## src/rtl/dm_rx_ctrl_if.sv

```systemverilog
// Byte stream from the receive controller to the framing/CRC logic.
// The master drives the byte and its valid flag; the slave returns ready.
interface dm_rx_ctrl_if;
    logic [7:0] m_data;
    logic       m_valid;
    logic       m_ready;

    modport master (
        output m_data,
        output m_valid,
        input  m_ready
    );

    modport slave (
        input  m_data,
        input  m_valid,
        output m_ready
    );
endinterface

```

## src/rtl/dm_rx_ctrl.sv

```systemverilog
// Receive-side controller for the differential Manchester decoder.
// Generates the half-bit strobe, realigns it on line transitions, hunts for
// preamble and SFD, deserializes payload bytes and detects end of frame on silence.
module dm_rx_ctrl #(
    parameter int unsigned DIV_W   = 16,
    parameter int unsigned PRE_LEN = 16,
    parameter logic [7:0]  SFD     = 8'hD5,
    parameter int unsigned IDLE_HB = 8
) (
    input  logic               clk,
    input  logic               rst,
    input  logic               enable,
    input  logic [DIV_W-1:0]   div,
    input  logic               rx_slew,
    input  logic               rx_ce,
    input  logic               rx_sdata,
    output logic               rx_ce2x,
    dm_rx_ctrl_if.master       m_bus,
    output logic               locked,
    output logic               frame_end,
    output logic               overrun
);

    localparam logic [7:0] PreLenW  = 8'(PRE_LEN);
    localparam logic [7:0] IdleHbW  = 8'(IDLE_HB);
    localparam logic [7:0] SfdLimit = 8'd24;

    typedef enum logic [1:0] {
        StIdle,
        StHunt,
        StSfd,
        StData
    } state_e;

    state_e           state_q, state_d;
    logic [DIV_W-1:0] cnt_q, cnt_d;
    logic             ce_d_q;
    logic [7:0]       sil_q, sil_d;
    logic [7:0]       pcnt_q, pcnt_d;
    logic [7:0]       scnt_q, scnt_d;
    logic [2:0]       bcnt_q, bcnt_d;
    logic [7:0]       win_q, win_d;
    logic [7:0]       sr_q, sr_d;
    logic [7:0]       m_data_q, m_data_d;
    logic             m_valid_q, m_valid_d;
    logic             frame_end_q, frame_end_d;
    logic             overrun_q, overrun_d;
    logic             byte_done;
    logic             silent;

    // Half-bit strobe is a pure decode of the divider register.
    assign rx_ce2x = enable & (cnt_q == div);
    assign silent  = (sil_q >= IdleHbW);

    // Divider: a slew recentres the count mid half-bit, overriding wrap/increment.
    always_comb begin
        cnt_d = cnt_q;
        if (!enable) begin
            cnt_d = '0;
        end else if (rx_slew) begin
            cnt_d = div >> 1;
        end else if (cnt_q == div) begin
            cnt_d = '0;
        end else begin
            cnt_d = cnt_q + 1'b1;
        end
    end

    // Receive state machine with silence detection and bit deserialization.
    always_comb begin
        state_d     = state_q;
        pcnt_d      = pcnt_q;
        scnt_d      = scnt_q;
        bcnt_d      = bcnt_q;
        win_d       = win_q;
        sr_d        = sr_q;
        sil_d       = sil_q;
        frame_end_d = 1'b0;
        byte_done   = 1'b0;

        // Silence counter saturates so a long gap cannot wrap back to "active".
        if (rx_slew) begin
            sil_d = '0;
        end else if (rx_ce2x && (sil_q != 8'hFF)) begin
            sil_d = sil_q + 8'd1;
        end

        if (!enable) begin
            state_d = StIdle;
            pcnt_d  = '0;
            scnt_d  = '0;
            bcnt_d  = '0;
            win_d   = '0;
            sr_d    = '0;
            sil_d   = '0;
        end else if (state_q == StIdle) begin
            state_d = StHunt;
        end else if (silent) begin
            // Silence wins over a bit sampled in the same cycle; partial byte is lost.
            state_d     = StHunt;
            pcnt_d      = '0;
            scnt_d      = '0;
            bcnt_d      = '0;
            sil_d       = '0;
            frame_end_d = (state_q == StData);
        end else if (ce_d_q) begin
            case (state_q)
                StHunt: begin
                    if (rx_sdata) begin
                        pcnt_d = (pcnt_q == 8'hFF) ? pcnt_q : pcnt_q + 8'd1;
                    end else begin
                        pcnt_d = '0;
                    end
                    if (pcnt_d >= PreLenW) begin
                        state_d = StSfd;
                        win_d   = '0;
                        scnt_d  = '0;
                    end
                end
                StSfd: begin
                    win_d  = {rx_sdata, win_q[7:1]};
                    scnt_d = scnt_q + 8'd1;
                    if (win_d == SFD) begin
                        state_d = StData;
                        bcnt_d  = '0;
                        sr_d    = '0;
                    end else if (scnt_d == SfdLimit) begin
                        state_d = StHunt;
                        pcnt_d  = '0;
                        scnt_d  = '0;
                    end
                end
                StData: begin
                    sr_d = {rx_sdata, sr_q[7:1]};
                    if (bcnt_q == 3'd7) begin
                        byte_done = 1'b1;
                        bcnt_d    = '0;
                    end else begin
                        bcnt_d = bcnt_q + 3'd1;
                    end
                end
                default: begin
                    state_d = StIdle;
                end
            endcase
        end
    end

    // Byte hand-off: a held byte is never overwritten, a colliding byte is dropped.
    always_comb begin
        m_data_d  = m_data_q;
        m_valid_d = m_valid_q;
        overrun_d = 1'b0;
        if (!enable) begin
            m_valid_d = 1'b0;
        end else if (byte_done) begin
            if (!m_valid_q || m_bus.m_ready) begin
                m_data_d  = sr_d;
                m_valid_d = 1'b1;
            end else begin
                overrun_d = 1'b1;
            end
        end else if (m_bus.m_ready) begin
            m_valid_d = 1'b0;
        end
    end

    // State and datapath registers.
    always_ff @(posedge clk or posedge rst) begin
        if (rst) begin
            state_q     <= StIdle;
            cnt_q       <= '0;
            ce_d_q      <= 1'b0;
            sil_q       <= '0;
            pcnt_q      <= '0;
            scnt_q      <= '0;
            bcnt_q      <= '0;
            win_q       <= '0;
            sr_q        <= '0;
            m_data_q    <= '0;
            m_valid_q   <= 1'b0;
            frame_end_q <= 1'b0;
            overrun_q   <= 1'b0;
        end else begin
            state_q     <= state_d;
            cnt_q       <= cnt_d;
            ce_d_q      <= rx_ce;
            sil_q       <= sil_d;
            pcnt_q      <= pcnt_d;
            scnt_q      <= scnt_d;
            bcnt_q      <= bcnt_d;
            win_q       <= win_d;
            sr_q        <= sr_d;
            m_data_q    <= m_data_d;
            m_valid_q   <= m_valid_d;
            frame_end_q <= frame_end_d;
            overrun_q   <= overrun_d;
        end
    end

    assign locked         = (state_q == StSfd) || (state_q == StData);
    assign frame_end      = frame_end_q;
    assign overrun        = overrun_q;
    assign m_bus.m_data   = m_data_q;
    assign m_bus.m_valid  = m_valid_q;

endmodule

```

## src/flat_wrapper.sv

```systemverilog
// flat-port wrapper written by rule: the top's interface ports become plain ports
module dm_rx_ctrl_flat 
#(
    parameter int unsigned DIV_W   = 16,
    parameter int unsigned PRE_LEN = 16,
    parameter logic [7:0]  SFD     = 8'hD5,
    parameter int unsigned IDLE_HB = 8
)
  (clk, rst, enable, div, rx_slew, rx_ce, rx_sdata, rx_ce2x, locked, frame_end, overrun, m_bus_m_data, m_bus_m_valid, m_bus_m_ready);
  dm_rx_ctrl_if m_bus_i ();
  input  logic clk;
  input  logic rst;
  input  logic enable;
  input  logic [DIV_W-1:0] div;
  input  logic rx_slew;
  input  logic rx_ce;
  input  logic rx_sdata;
  output logic rx_ce2x;
  output logic locked;
  output logic frame_end;
  output logic overrun;
  output wire logic [$bits(m_bus_i.m_data)-1:0] m_bus_m_data;
  output wire logic [$bits(m_bus_i.m_valid)-1:0] m_bus_m_valid;
  input wire logic [$bits(m_bus_i.m_ready)-1:0] m_bus_m_ready;
  assign m_bus_m_data = m_bus_i.m_data;
  assign m_bus_m_valid = m_bus_i.m_valid;
  assign m_bus_i.m_ready = m_bus_m_ready;
  dm_rx_ctrl #(.DIV_W(DIV_W), .PRE_LEN(PRE_LEN), .SFD(SFD), .IDLE_HB(IDLE_HB)) u_core (.clk(clk), .rst(rst), .enable(enable), .div(div), .rx_slew(rx_slew), .rx_ce(rx_ce), .rx_sdata(rx_sdata), .rx_ce2x(rx_ce2x), .m_bus(m_bus_i), .locked(locked), .frame_end(frame_end), .overrun(overrun));
endmodule
```

## config.mk

```make
export PLATFORM = sky130hd
export DESIGN_NAME = dm_rx_ctrl_flat
export DESIGN_NICKNAME = d
export VERILOG_FILES = /design/src/rtl/dm_rx_ctrl_if.sv /design/src/rtl/dm_rx_ctrl.sv /design/src/flat_wrapper.sv
export SDC_FILE = /design/constraint.sdc
export NUM_CORES = 1
export LEC_CHECK = 0
export BUFFER_PORTS_ARGS = -buffer_cell sky130_fd_sc_hd__buf_2
export CORE_ASPECT_RATIO = 0.9
export CORE_MARGIN = 3
export CORE_UTILIZATION = 50
export CTS_BUF_LIST = sky130_fd_sc_hd__clkbuf_4 sky130_fd_sc_hd__clkbuf_8
export DETAILED_ROUTE_END_ITERATION = 12
export HOLD_SLACK_MARGIN = 0.05
export PLACE_DENSITY = 0.69
export SLEW_MARGIN = 25
export SYNTH_ARGS = -nofsm -noshare
export SYNTH_HDL_FRONTEND = slang
export SYNTH_SLANG_ARGS = --single-unit
```

## constraint.sdc

```tcl
create_clock -name clk -period 2.8 [get_ports clk]
set_input_delay 0.14 -clock clk [delete_from_list [all_inputs] [get_ports clk]]
set_output_delay 0.14 -clock clk [all_outputs]
set_load 0.1 [all_outputs]
```

==> implementation parameters <==
Parameter                              Value

Outcome
  Outcome    completed

Die
  Count of standard-cell rows    30
  Die span in y    92.15 µm
  Core area    7770 µm²
  Ports placed on the boundary    36
  Die X    101.7 µm
  Initial core utilization    0.5306
  Die Outline Area    9373 µm²

Worst setup path
  Type of element launching the critical path    flip-flop
  Endpoint class of the critical path    flip-flop
  Critical Path, Cell by Cell    ha_1 > and3_2 > or2_1 > a221o_1 > a221oi_2 > o21bai_4 > mux2_4
  Peak per-stage delay on the critical path    0.42 ns
  Worst Path Max Fanout    7
  Top Family by Delay on Critical Path    compound AO/OA/AOI/OAI gates
  Data required time at the worst endpoint    3.03 ns
  Slowest stage cell, crit path    dfrtp_1
  Count of buffer and inverter cells on the critical path    0
  Critical path class    flip-flop to flip-flop
  Critical Path AT    2.82 ns

Detailed routing
  Detailed Route WL    9.332 mm
  Average wire length per cell after detail routing    16.46 µm
  Count of antenna-violating nets left after detailed routing    0
  Residual DRC    0
  DRC violation total after the first TritonRoute iteration    213
  Pre-Repair DR Iteration Count    5
  Via/cell ratio    5.928
  Number of vias after detailed routing    3361

Timing
  Max Slew Vio Count    0
  Fin crit share    0.9251
  Tmin final    2.590 ns
  Tightest slew margin relative to the limit    0.4026
  Hold violation count in the final report    0
  Transition time at the pin with the least slew margin    0.8879 ns
  Hold slack    0.08348 ns
  Max frequency    386.1 MHz
  Setup TNS    0 ns
  Maximum clock skew at final layout    0.009127 ns
  Final setup violation count    0
  Setup repair after global routing missed its margin    false

Global route
  Number of global-route vias before repair    3268
  Most Used Layer, Global Route    met2
  Met2 layer usage reported by global route    0.3186
  Overflow after GRT    0
  Maximum number of pins on one net before global-route repair    30
  Antenna violations before repair    0
  Global-route wire length before repair    16.05 mm
  Met3 layer usage reported by global route    0.03954
  Total routing usage reported by global routing    0.2126
  Met1 Usage GRT    0.3168

Placement
  Placer's final routability congestion estimate    0.9229
  Post-place instance area    4441 µm²
  Number of input and output port buffers inserted    35
  Half-perimeter wire length after detailed placement    6.662 mm

Pwr
  Clock Power Share    0.365
  Net switching share of the total power    0.2797
  Maximum vdd drop    0.2809 mV
  Sequential power share    0.527
  Internal power of the cells    0.001478 W
  Leakage power    2.114 nW
  Net switching power of the design    0.0005739 W
  Total power divided by cell area    442.6 nW/µm²
  Combinational cell fraction of total power    0.108

Synth
  Number of flops mapped to enable cells by yosys    0
  Number of different library cells in the post-synthesis netlist    61
  FF+latch count, synth    72
  Primary FF master, synth    dfrtp_1
  Post-synthesis instance area    4123 µm²
  Synth area leader    dfrtp_1
  Cell count after synthesis    421
  Dominant cells by area after synthesis    dfrtp_1 (44%), xnor2_1 (5.7%), ha_1 (3.6%)
  Number of warnings printed during yosys synthesis    0
  Mean post-synth cell area    9.793 µm²
  Post-synth top area share    0.4370
  Post-Synthesis Net Count    456
  Sequential area share after synthesis    0.4370
  Async set or reset register ratio after synthesis    1.000

CTS
  Post-cts gate resize count    0
  Cell at the root of the clock tree    clkbuf_8
  Post CTS Setup Buffer Count    0
  Maximum count of clock buffers along a single path    2
  Maximum level of the CTS H-tree    3
  Cts bufs inserted    9
  Sinks on the clock net    72
  CTS clock-pin slew for the worst setup and hold paths    0.08 ns
  Insertion delay to the later sink of the worst-skew pair    0.34 ns
  CTS tree    done

Final layout
  Most common cell after layout, fill and taps aside    dfrtp_1
  Commonest cells after routing, fill and taps aside    dfrtp_1 (72), buf_2 (35), nor2_1 (32)
  Layout overhead on the synthesized area    12.44%
  Final #Nets    501
  Layout filler cell count    691
  Antenna fix cells    0
  Multi-input gate area in the final layout    2212 µm²
  FF+latch area    1802 µm²
  Utilization after layout    0.5966
  Share of cells above drive strength 1    0.1911
  Fin area    4636 µm²

Flow run
  Max-cap viol count    0

Worst hold path
  Path type of the worst min-delay path    input port to flip-flop
-- cells in the mapped netlist (5+ instances only) --
cell and instances:
ha_1 12, a21oi_1 14, xnor2_1 27, mux2_4 7
nor2_1 32, and3_1 12, inv_1 14, nand2_1 27
nand4_1 14, nor3_1 9, a22oi_1 15, nand3_1 20
o31ai_1 9, and2_1 7, o21ai_0 23, dfrtp_1 72
clkbuf_1 9, or3_1 5, mux2_2 10, a22o_1 8
-- timing repair --
| item | 4_1_cts | 5_1_grt |
|---|---|---|
| hold endpoints to repair | 20 | 0 |
| setup endpoints to repair | 0 | 0 |
| hold buffers | 2 | 0 |
-- stage by stage --
step                power, W  setup slack, ns  cells
global route        0.002138          0.05337    567
floorplan           0.001247           0.4307    421
detailed placement  0.001320           0.2396    549
finish              0.002052           0.2098    567
global placement    0.001316           0.3048    549
CTS                 0.002070           0.2126    567
-- power groups by stage --
stage	clock (W)	combinational, W	sequential [W]
3_5_place_dp	0	0.000219	0.00110
5_1_grt	0.000805	0.000249	0.00108
6_report	0.000748	0.000221	0.00108
4_1_cts	0.000767	0.000222	0.00108
2_1_floorplan	0	0.000152	0.00110
3_3_place_gp	0	0.000216	0.00110
-- kinds of logic (layout without fill, tap and decap cells) --
group | count (synthesis) | in the layout | share of synthesized area
AND/OR/NAND/NOR | 156 | 156 | 0.2015
AO/OA/AOI/OAI | 102 | 102 | 0.1727
flip-flops | 72 | 72 | 0.4370
XOR/XNOR | 31 | 31 | 0.06586
buffers and inverters | 28 | 78 | 0.02640
multiplexers | 20 | 20 | 0.06009
adder cells (fa/ha/maj) | 12 | 12 | 0.03642
-- sequential cells by signal, indices dropped and copies added, names as in the netlist, 2 cells and up --
| signal | flops |
|---|---|
| u_core.sr_q | 8 |
| u_core.sil_q | 8 |
| u_core.scnt_q | 8 |
| u_core.bcnt_q | 3 |
| u_core.state_q | 2 |
| u_core.win_q | 7 |
| u_core.pcnt_q | 8 |
| u_core.m_bus.m_data | 8 |
| u_core.cnt_q | 16 |
-- worst register-to-register path: cells and delay by family (launching register included) --
kind	cells	cell delay [ns]
AND/OR/NAND/NOR	2	0.47
multiplexers	1	0.34
flip-flops	1	0.42
AO/OA/AOI/OAI	3	0.96
adder cells (fa/ha/maj)	1	0.29
-- final timing paths --
path                            slack, ns                    from  cells after the start                     end
worst max-delay path                 0.21        u_core.pcnt_q[0]                      7         u_core.win_q[3]
worst min-delay path                 0.08                 div[12]                      3        u_core.cnt_q[11]
worst max register to register       0.21        u_core.pcnt_q[0]                      7         u_core.win_q[3]
worst min register to register       0.50  u_core.m_bus.m_data[1]                      1  u_core.m_bus.m_data[1]
max in group asynchronous            1.70                     rst                      4        u_core.scnt_q[0]
min in group asynchronous            0.34                     rst                      3        u_core.cnt_q[12]
-- per-layer routing --
| layer | vias up | routed length, µm |
|---|---|---|
| li1 | 1643 | - |
| met1 | 1612 | 4759 |
| met2 | 97 | 4066 |
| met3 | 9 | 419 |
| met4 | 0 | 86 |
| met5 | - | 0 |
-- layout make-up --
class	instances	share of cell area
multi-input combinational	321	0.4772
clock inverter	6	0.009447
inverter	15	0.01215
tap	96	0.02591
clock buffer	10	0.02834
sequential	72	0.3887
timing repair buffer	47	0.05830
Power figures use the tool's default switching activity.
